## src/rtl/spi_pkg.sv

```systemverilog
// Shared definitions for the SPI stream bridge: register map offsets,
// CTRL/STATUS bit positions and the transfer sequencer state encoding.
package spi_pkg;

    // Register word offsets on the peripheral bus
    localparam logic [1:0] ADDR_DATA   = 2'd0;
    localparam logic [1:0] ADDR_STATUS = 2'd1;
    localparam logic [1:0] ADDR_CTRL   = 2'd2;
    localparam logic [1:0] ADDR_IRQ_EN = 2'd3;

    // CTRL bit positions
    localparam int CTRL_POL      = 0;
    localparam int CTRL_PHA      = 1;
    localparam int CTRL_CS_AUTO  = 2;
    localparam int CTRL_CS_FORCE = 3;

    // STATUS bit positions
    localparam int STAT_TX_FULL  = 0;
    localparam int STAT_TX_EMPTY = 1;
    localparam int STAT_RX_FULL  = 2;
    localparam int STAT_RX_EMPTY = 3;
    localparam int STAT_ACTIVE   = 4;
    localparam int STAT_TX_OVF   = 5;

    // IRQ_EN bit positions
    localparam int IRQ_RX_NOT_EMPTY  = 0;
    localparam int IRQ_TX_EMPTY_IDLE = 1;

    // Transfer sequencer states
    typedef enum logic [1:0] {
        IDLE      = 2'd0,
        START     = 2'd1,
        WAIT_RISE = 2'd2,
        WAIT_FALL = 2'd3
    } spi_state_e;

    // Assemble the STATUS readback word from its individual flags
    function automatic logic [31:0] status_word(
        input logic tx_full,
        input logic tx_empty,
        input logic rx_full,
        input logic rx_empty,
        input logic active,
        input logic tx_ovf
    );
        logic [31:0] w;
        w                = '0;
        w[STAT_TX_FULL]  = tx_full;
        w[STAT_TX_EMPTY] = tx_empty;
        w[STAT_RX_FULL]  = rx_full;
        w[STAT_RX_EMPTY] = rx_empty;
        w[STAT_ACTIVE]   = active;
        w[STAT_TX_OVF]   = tx_ovf;
        return w;
    endfunction

endpackage

```

## src/rtl/sync_fifo.sv

```systemverilog
// Single-clock FIFO with first-word-fall-through head output.
// A push and a pop in the same cycle leave the count unchanged, including
// when the FIFO is full (the pop frees the slot the push fills).
// Pointers are log2(DEPTH) bits and wrap naturally; count carries one extra bit.
module sync_fifo #(
    parameter int WIDTH = 8,
    parameter int DEPTH = 4
) (
    input  logic             clk,
    input  logic             rst_n,
    input  logic             push,
    input  logic             pop,
    input  logic [WIDTH-1:0] wdata,
    output logic [WIDTH-1:0] head,
    output logic             full,
    output logic             empty
);

    localparam int AW = $clog2(DEPTH);
    localparam logic [AW:0] FULL_COUNT = DEPTH[AW:0];

    logic [WIDTH-1:0] mem [DEPTH];
    logic [AW-1:0]    wr_ptr;
    logic [AW-1:0]    rd_ptr;
    logic [AW:0]      count;
    logic             do_push;
    logic             do_pop;

    assign full    = (count == FULL_COUNT);
    assign empty   = (count == '0);
    assign do_pop  = pop & ~empty;
    assign do_push = push & (~full | do_pop);
    assign head    = mem[rd_ptr];

    // Storage array: written on accepted push, no reset needed
    always_ff @(posedge clk) begin
        if (do_push) begin
            mem[wr_ptr] <= wdata;
        end
    end

    // Pointer and occupancy bookkeeping
    always_ff @(posedge clk or negedge rst_n) begin
        if (!rst_n) begin
            wr_ptr <= '0;
            rd_ptr <= '0;
            count  <= '0;
        end else begin
            if (do_push) begin
                wr_ptr <= wr_ptr + 1'b1;
            end
            if (do_pop) begin
                rd_ptr <= rd_ptr + 1'b1;
            end
            case ({do_push, do_pop})
                2'b10:   count <= count + 1'b1;
                2'b01:   count <= count - 1'b1;
                default: count <= count;
            endcase
        end
    end

endmodule

```

## src/rtl/spi_stream_bridge.sv

```systemverilog
// Memory-mapped front end for the byte-level SPI controller.
// CPU writes queue bytes in a TX FIFO; a small sequencer hands them one at a
// time to the controller and captures each received byte into an RX FIFO.
// Optional feature macro: SPI_BRIDGE_IRQ_EN enables the IRQ_EN register and
// the level interrupt; without it IRQ_EN reads 0 and irq is tied low.
//
// Controller handshake: the sequencer pulses ctl_trigger for one cycle with
// ctl_tx_data already stable, waits for ctl_busy to rise, then for it to fall;
// ctl_rx_data is taken on the cycle ctl_busy is seen low again. ctl_tx_data
// holds until the next transfer is loaded.
module spi_stream_bridge
    import spi_pkg::*;
#(
    parameter int DEPTH = 4
) (
    input  logic        clk,
    input  logic        rst_n,
    input  logic        bus_sel,
    input  logic        bus_we,
    input  logic [1:0]  bus_addr,
    input  logic [31:0] bus_wdata,
    output logic [31:0] bus_rdata,
    output logic        ctl_trigger,
    output logic [7:0]  ctl_tx_data,
    input  logic [7:0]  ctl_rx_data,
    input  logic        ctl_busy,
    output logic        ctl_pol,
    output logic        ctl_pha,
    output logic        cs_n,
    output logic        irq,
    output logic [1:0]  dbg_state
);

    spi_state_e  state;
    logic [3:0]  ctrl;
    logic        tx_ovf;
    logic [1:0]  irq_en;

    logic        tx_full;
    logic        tx_empty;
    logic [7:0]  tx_head;
    logic        tx_push;
    logic        tx_pop;
    logic        rx_full;
    logic        rx_empty;
    logic [7:0]  rx_head;
    logic        rx_push;
    logic        rx_pop;

    logic        wr_data;
    logic        wr_status;
    logic        wr_ctrl;
    logic        wr_irq_en;
    logic        rd_data;
    logic        active;
    logic        unused_wdata;

    // Bus decode
    assign wr_data   = bus_sel & bus_we & (bus_addr == ADDR_DATA);
    assign wr_status = bus_sel & bus_we & (bus_addr == ADDR_STATUS);
    assign wr_ctrl   = bus_sel & bus_we & (bus_addr == ADDR_CTRL);
    assign wr_irq_en = bus_sel & bus_we & (bus_addr == ADDR_IRQ_EN);
    assign rd_data   = bus_sel & ~bus_we & (bus_addr == ADDR_DATA);

    assign unused_wdata = ^bus_wdata[31:8];

    assign active    = (state != IDLE);
    assign dbg_state = state;

    // A transfer starts only when there is a byte to send, room for the reply
    // and the controller is not still finishing a previous shift.
    assign tx_pop  = (state == IDLE) & ~tx_empty & ~rx_full & ~ctl_busy;
    // A write to a full TX FIFO still lands if the sequencer pops that cycle.
    assign tx_push = wr_data & (~tx_full | tx_pop);
    assign rx_push = (state == WAIT_FALL) & ~ctl_busy;
    assign rx_pop  = rd_data & ~rx_empty;

    sync_fifo #(
        .WIDTH (8),
        .DEPTH (DEPTH)
    ) u_tx_fifo (
        .clk   (clk),
        .rst_n (rst_n),
        .push  (tx_push),
        .pop   (tx_pop),
        .wdata (bus_wdata[7:0]),
        .head  (tx_head),
        .full  (tx_full),
        .empty (tx_empty)
    );

    sync_fifo #(
        .WIDTH (8),
        .DEPTH (DEPTH)
    ) u_rx_fifo (
        .clk   (clk),
        .rst_n (rst_n),
        .push  (rx_push),
        .pop   (rx_pop),
        .wdata (ctl_rx_data),
        .head  (rx_head),
        .full  (rx_full),
        .empty (rx_empty)
    );

    // Transfer sequencer with registered trigger and transmit byte
    always_ff @(posedge clk or negedge rst_n) begin
        if (!rst_n) begin
            state       <= IDLE;
            ctl_trigger <= 1'b0;
            ctl_tx_data <= 8'h00;
        end else begin
            ctl_trigger <= 1'b0;
            case (state)
                IDLE: begin
                    if (tx_pop) begin
                        ctl_tx_data <= tx_head;
                        ctl_trigger <= 1'b1;
                        state       <= START;
                    end
                end
                START: begin
                    state <= WAIT_RISE;
                end
                WAIT_RISE: begin
                    if (ctl_busy) begin
                        state <= WAIT_FALL;
                    end
                end
                WAIT_FALL: begin
                    if (!ctl_busy) begin
                        state <= IDLE;
                    end
                end
                default: begin
                    state <= IDLE;
                end
            endcase
        end
    end

    // CTRL register and sticky TX overflow flag (cleared by writing 1)
    always_ff @(posedge clk or negedge rst_n) begin
        if (!rst_n) begin
            ctrl   <= 4'h0;
            tx_ovf <= 1'b0;
        end else begin
            if (wr_ctrl) begin
                ctrl <= bus_wdata[3:0];
            end
            if (wr_data && tx_full && !tx_pop) begin
                tx_ovf <= 1'b1;
            end else if (wr_status && bus_wdata[STAT_TX_OVF]) begin
                tx_ovf <= 1'b0;
            end
        end
    end

    // Mode outputs only move while idle so a shift never sees its mode change;
    // a CTRL write in the same idle cycle is picked up directly.
    always_ff @(posedge clk or negedge rst_n) begin
        if (!rst_n) begin
            ctl_pol <= 1'b0;
            ctl_pha <= 1'b0;
        end else if (state == IDLE) begin
            ctl_pol <= wr_ctrl ? bus_wdata[CTRL_POL] : ctrl[CTRL_POL];
            ctl_pha <= wr_ctrl ? bus_wdata[CTRL_PHA] : ctrl[CTRL_PHA];
        end
    end

    // Chip select: forced, or automatic while work is pending or in flight
    assign cs_n = ~(ctrl[CTRL_CS_FORCE] |
                    (ctrl[CTRL_CS_AUTO] & (active | ~tx_empty)));

`ifdef SPI_BRIDGE_IRQ_EN
    // Interrupt enable register
    always_ff @(posedge clk or negedge rst_n) begin
        if (!rst_n) begin
            irq_en <= 2'b00;
        end else if (wr_irq_en) begin
            irq_en <= bus_wdata[1:0];
        end
    end

    assign irq = (irq_en[IRQ_RX_NOT_EMPTY] & ~rx_empty) |
                 (irq_en[IRQ_TX_EMPTY_IDLE] & tx_empty & ~active);
`else
    logic unused_irq_wr;
    assign unused_irq_wr = wr_irq_en;
    assign irq_en        = 2'b00;
    assign irq           = 1'b0;
`endif

    // Read mux, combinational from current state
    always_comb begin
        bus_rdata = 32'h0;
        case (bus_addr)
            ADDR_DATA:   bus_rdata = rx_empty ? 32'h0 : {24'h0, rx_head};
            ADDR_STATUS: bus_rdata = status_word(tx_full, tx_empty, rx_full,
                                                 rx_empty, active, tx_ovf);
            ADDR_CTRL:   bus_rdata = {28'h0, ctrl};
            ADDR_IRQ_EN: bus_rdata = {30'h0, irq_en};
            default:     bus_rdata = 32'h0;
        endcase
    end

endmodule

```

## config.mk

```make
export PLATFORM = sky130hd
export DESIGN_NAME = spi_stream_bridge
export DESIGN_NICKNAME = d
export VERILOG_FILES = /design/src/rtl/spi_pkg.sv /design/src/rtl/sync_fifo.sv /design/src/rtl/spi_stream_bridge.sv
export SDC_FILE = /design/constraint.sdc
export NUM_CORES = 1
export LEC_CHECK = 0
export BUFFER_PORTS_ARGS = -buffer_cell sky130_fd_sc_hd__buf_2
export CORE_MARGIN = 4
export CORE_UTILIZATION = 35
export DETAILED_ROUTE_END_ITERATION = 8
export GPL_ROUTABILITY_DRIVEN = 0
export HOLD_SLACK_MARGIN = 0.03
export PLACE_DENSITY_LB_ADDON = 0.1
export SYNTH_ARGS = -nofsm -noshare
export SYNTH_HDL_FRONTEND = slang
export SYNTH_SLANG_ARGS = --single-unit
```

## constraint.sdc

```tcl
create_clock -name clk -period 2.9 [get_ports clk]
set_clock_uncertainty 0.05 [all_clocks]
set_input_delay 0.145 -clock clk [delete_from_list [all_inputs] [get_ports clk]]
set_output_delay 0.145 -clock clk [all_outputs]
set_load 0.01 [all_outputs]
```

==> metrics.log <==
[metrics] pin count of the biggest net entering global routing: 33
[metrics] Reg-to-Reg End: u_tx_fifo.count[2]
[metrics] Warnings, synthesis: 0
[metrics] hold path cells: 2
[metrics] Setup-failing EPs final: 0
[metrics] internal power: 3.173 mW
[metrics] Core Util, Final: 42.17%
[metrics] dominant register cell in the synthesized netlist: edfxtp_1
[metrics] final clock period utilization by the worst path: 86.40%
[metrics] number of pins exceeding their max-slew limit in the final report: 0
[metrics] pre-CTS worst setup slack: 382.4 ps
[metrics] first-pass iteration count of the detailed router: 4
[metrics] # port buffers: 44
[metrics] library cell with the highest instance count after synthesis: edfxtp_1
[metrics] number of global-route vias before repair: 2346
[metrics] instance count of the mapped netlist: 267
[metrics] final number of hold-violating endpoints: 0
[metrics] total power density per cell area: 896.8 mW/mm^2
[metrics] Hold Crit Class: input pin to flip-flop
[metrics] slew of the pin with the lowest slew margin: 795.9 ps
[metrics] share of synthesized registers carrying an async set or reset: 33.33%
[metrics] Rows: 40
[metrics] fraction of power spent switching nets: 30.13%
[metrics] Worst Path Required: 3110 ps
[metrics] # clock sinks: 96
[metrics] min Tclk post-route: 2506 ps
[metrics] Max Clock Freq: 0.3991 GHz
[metrics] Hold Worst Slack: 55.46 ps
[metrics] total net switching power: 1.369 mW
[metrics] via density per instance: 4.581
[metrics] global-route total usage across every layer: 12.19%
[metrics] DRC: 0
[metrics] clock group share of total power: 28.8%
[metrics] Vias: 2222
[metrics] Startpoint Class: flip-flop
[metrics] portion of the post-synthesis area used by sequential elements: 63.64%
[metrics] worst path arrival time: 2720 ps
[metrics] power share of the sequential group: 44.4%
[metrics] core region area: 0.01201 sq mm
[metrics] Worst Path Max Fanout: 5
[metrics] routed length per instance: 16.45 um
[metrics] Reg2Reg Launch Point: dbg_state[1]
[metrics] type of destination of the critical path: flip-flop
[metrics] r2r worst-path depth: 10
[metrics] x dimension of the die: 118.6 um
[metrics] deepest level of the CTS H-tree: 3
[metrics] non-filler instance count after layout: 485
[metrics] root buffer cell: clkbuf_16
[metrics] number of setup buffers added after CTS: 0
[metrics] clock input transition at the sequential cells of the worst setup and hold paths: 60 ps
[metrics] clock latency of the later-clocked register in the worst-skew pair: 350 ps
[metrics] top cell type by total area after synthesis: edfxtp_1
[metrics] synthesized area divided by synthesized cell count: 16.02 sq um
[metrics] combinational power share: 26.9%
[metrics] Chip Height: 118.6 um
[metrics] leak pwr: 2.013 nW
[metrics] maximum buffer depth of the clock tree: 2
[metrics] Area contributors post-synth: edfxtp_1 (45%), dfrtp_1 (19%), mux4_2 (8.4%)
[metrics] number of distinct standard cells referenced by the synthesized netlist: 44
[metrics] Hold EP: ctl_trigger
[metrics] effective utilization at floorplan: 35.61%
[metrics] total congestion overflow after global routing: 0
[metrics] RSZ-0062 raised after global routing: false
[metrics] number of ports placed on the die boundary: 94
[metrics] antenna diode instance count: 0
[metrics] area of the die: 0.01406 sq mm
[metrics] number of enable flip-flop cells after synthesis: 64
[metrics] antenna-violating nets left: 0
[metrics] number of synthesized register bits: 96
[metrics] area share of the leading cell type in the synthesized netlist: 44.93%
[metrics] run status: finished, final reports clean
[metrics] Post-Route WL: 7.978 mm
[metrics] Synth Cell Area: 0.004278 sq mm
[metrics] start point of the worst min-delay path: ctl_busy
[metrics] number of antenna violations at the first check in global routing: 0
[metrics] final net count: 396
[metrics] maximum vdd ir drop: 0.4853 mV
[metrics] placed instance area: 0.004566 sq mm
[metrics] accumulated negative setup slack: 0 ps
[metrics] layout overhead on the synthesized area: 18.40%
[metrics] Post-Layout Inst Area: 0.005065 sq mm
[metrics] post-cts hold buffer count: 17
[metrics] wire length of the first global-routing pass: 12.93 mm
[metrics] First DRT Iteration DRCs: 72
[metrics] register-to-register setup slack: 390 ps
[metrics] headroom to the max-slew limit: 46.94%
[metrics] cts bufs inserted: 9
[metrics] most instantiated cells after synthesis: edfxtp_1 (64), dfrtp_1 (32), buf_4 (26)
[metrics] Placed Cells incl. Taps: 452
[metrics] CP Class: flip-flop to flip-flop
[metrics] post-layout power: 4.542 mW
[metrics] post-CTS sizing: 0
[metrics] TritonCTS clock tree: yes
[metrics] placed wire-length estimate after detailed placement: 5.391 mm
[metrics] fraction of final layout cells with drive strength greater than 1: 31.66%
[metrics] Max-cap violations: 0
[metrics] min setup slack post-route: 394.4 ps
-- worst max path at each step --
stage	start	end	slack, ps
after floorplan	dbg_state[0]	u_tx_fifo.count[2]	380
after global placement	dbg_state[0]	u_tx_fifo.count[2]	400
after detailed placement	dbg_state[1]	u_tx_fifo.count[2]	380
after CTS	dbg_state[1]	u_tx_fifo.count[2]	340
after global routing	u_rx_fifo.count[0]	u_rx_fifo.count[2]	190
final	dbg_state[1]	u_tx_fifo.count[2]	390
-- registers in the layout, summed over array words and instances (netlist names) --
| register | cells |
|---|---|
| ctl_pha | 1 |
| u_rx_fifo.wr_ptr | 2 |
| u_tx_fifo.wr_ptr | 2 |
| u_tx_fifo.mem | 32 |
| tx_ovf | 1 |
| ctl_trigger | 1 |
| u_tx_fifo.rd_ptr | 2 |
| dbg_state | 2 |
| u_rx_fifo.count | 3 |
| u_tx_fifo.count | 3 |
| u_rx_fifo.rd_ptr | 2 |
| ctl_tx_data | 8 |
| u_rx_fifo.mem | 32 |
| ctrl | 4 |
| ctl_pol | 1 |
-- cell families (layout without fill, tap and decap cells) --
family,count (synthesis),count (layout),synth area share (%)
AOI/OAI and AO/OA,16,16,2.749
xor gates and xnor gates,12,12,2.457
and+or+nand+nor,46,46,6.435
buffers and inverters,47,94,6.639
DFF,96,96,63.64
other,1,25,0.08766
adders and majority gates,16,16,5.031
muxes,33,33,12.96
-- worst max-delay path, cell delays in order, from the launching register on --
cell	delay, ps
dfrtp_1	420
inv_1	110
ha_1	280
inv_1	140
nor4_2	340
ha_1	230
inv_1	60
fa_1	370
xor2_1	150
nor2_1	110
xor2_1	160
-- power by group through the flow --
stage	Clock, mW	Combinational, mW	Sequential (mW)
2_1_floorplan	0	0.991	1.93
3_3_place_gp	0	1.21	2.06
3_5_place_dp	0	1.22	2.06
4_1_cts	1.34	1.25	2.03
5_1_grt	1.41	1.38	2.07
6_report	1.31	1.22	2.02
-- cell type report --
cell class / instances / area, sq um
inverters: 15 / 56.30
clock buffers: 10 / 239.0
fillers: 1104 / 6947
clock inverters: 6 / 90.09
well taps: 147 / 183.9
flip-flops and latches: 96 / 2723
multi-input cells: 148 / 1368
repair buffers: 63 / 405.4
-- cells in the final DEF, fill, tap and decap left out, types with 2 or more instances in the layout --
cell type,netlist,final
dlygate4sd3_1,0,17
and2_1,6,6
buf_2,2,44
dfrtp_1,32,32
mux4_2,16,16
edfxtp_1,64,64
and2_2,4,4
a22oi_1,4,4
o21ai_0,3,3
ha_1,14,14
nor2_1,5,5
mux2_2,15,15
nor4_1,3,2
a22o_2,2,2
nor2b_1,2,2
clkbuf_16,0,9
buf_4,26,2
nor3_1,3,3
xor2_1,6,6
nand2_1,13,13
xnor2_1,6,6
conb_1,1,25
inv_1,15,15
fa_1,2,2
bufinv_16,0,2
-- metal layers --
layer | track usage (%) | vias to the layer above | routed length (um)
met4 | 5.214 | 0 | 129
met2 | 19.47 | 54 | 3787
met3 | 3.636 | 10 | 340
met1 | 15.43 | 1105 | 3721
li1 | - | 1053 | -
met5 | 0 | - | 0
(Power assumes the default switching activity.)
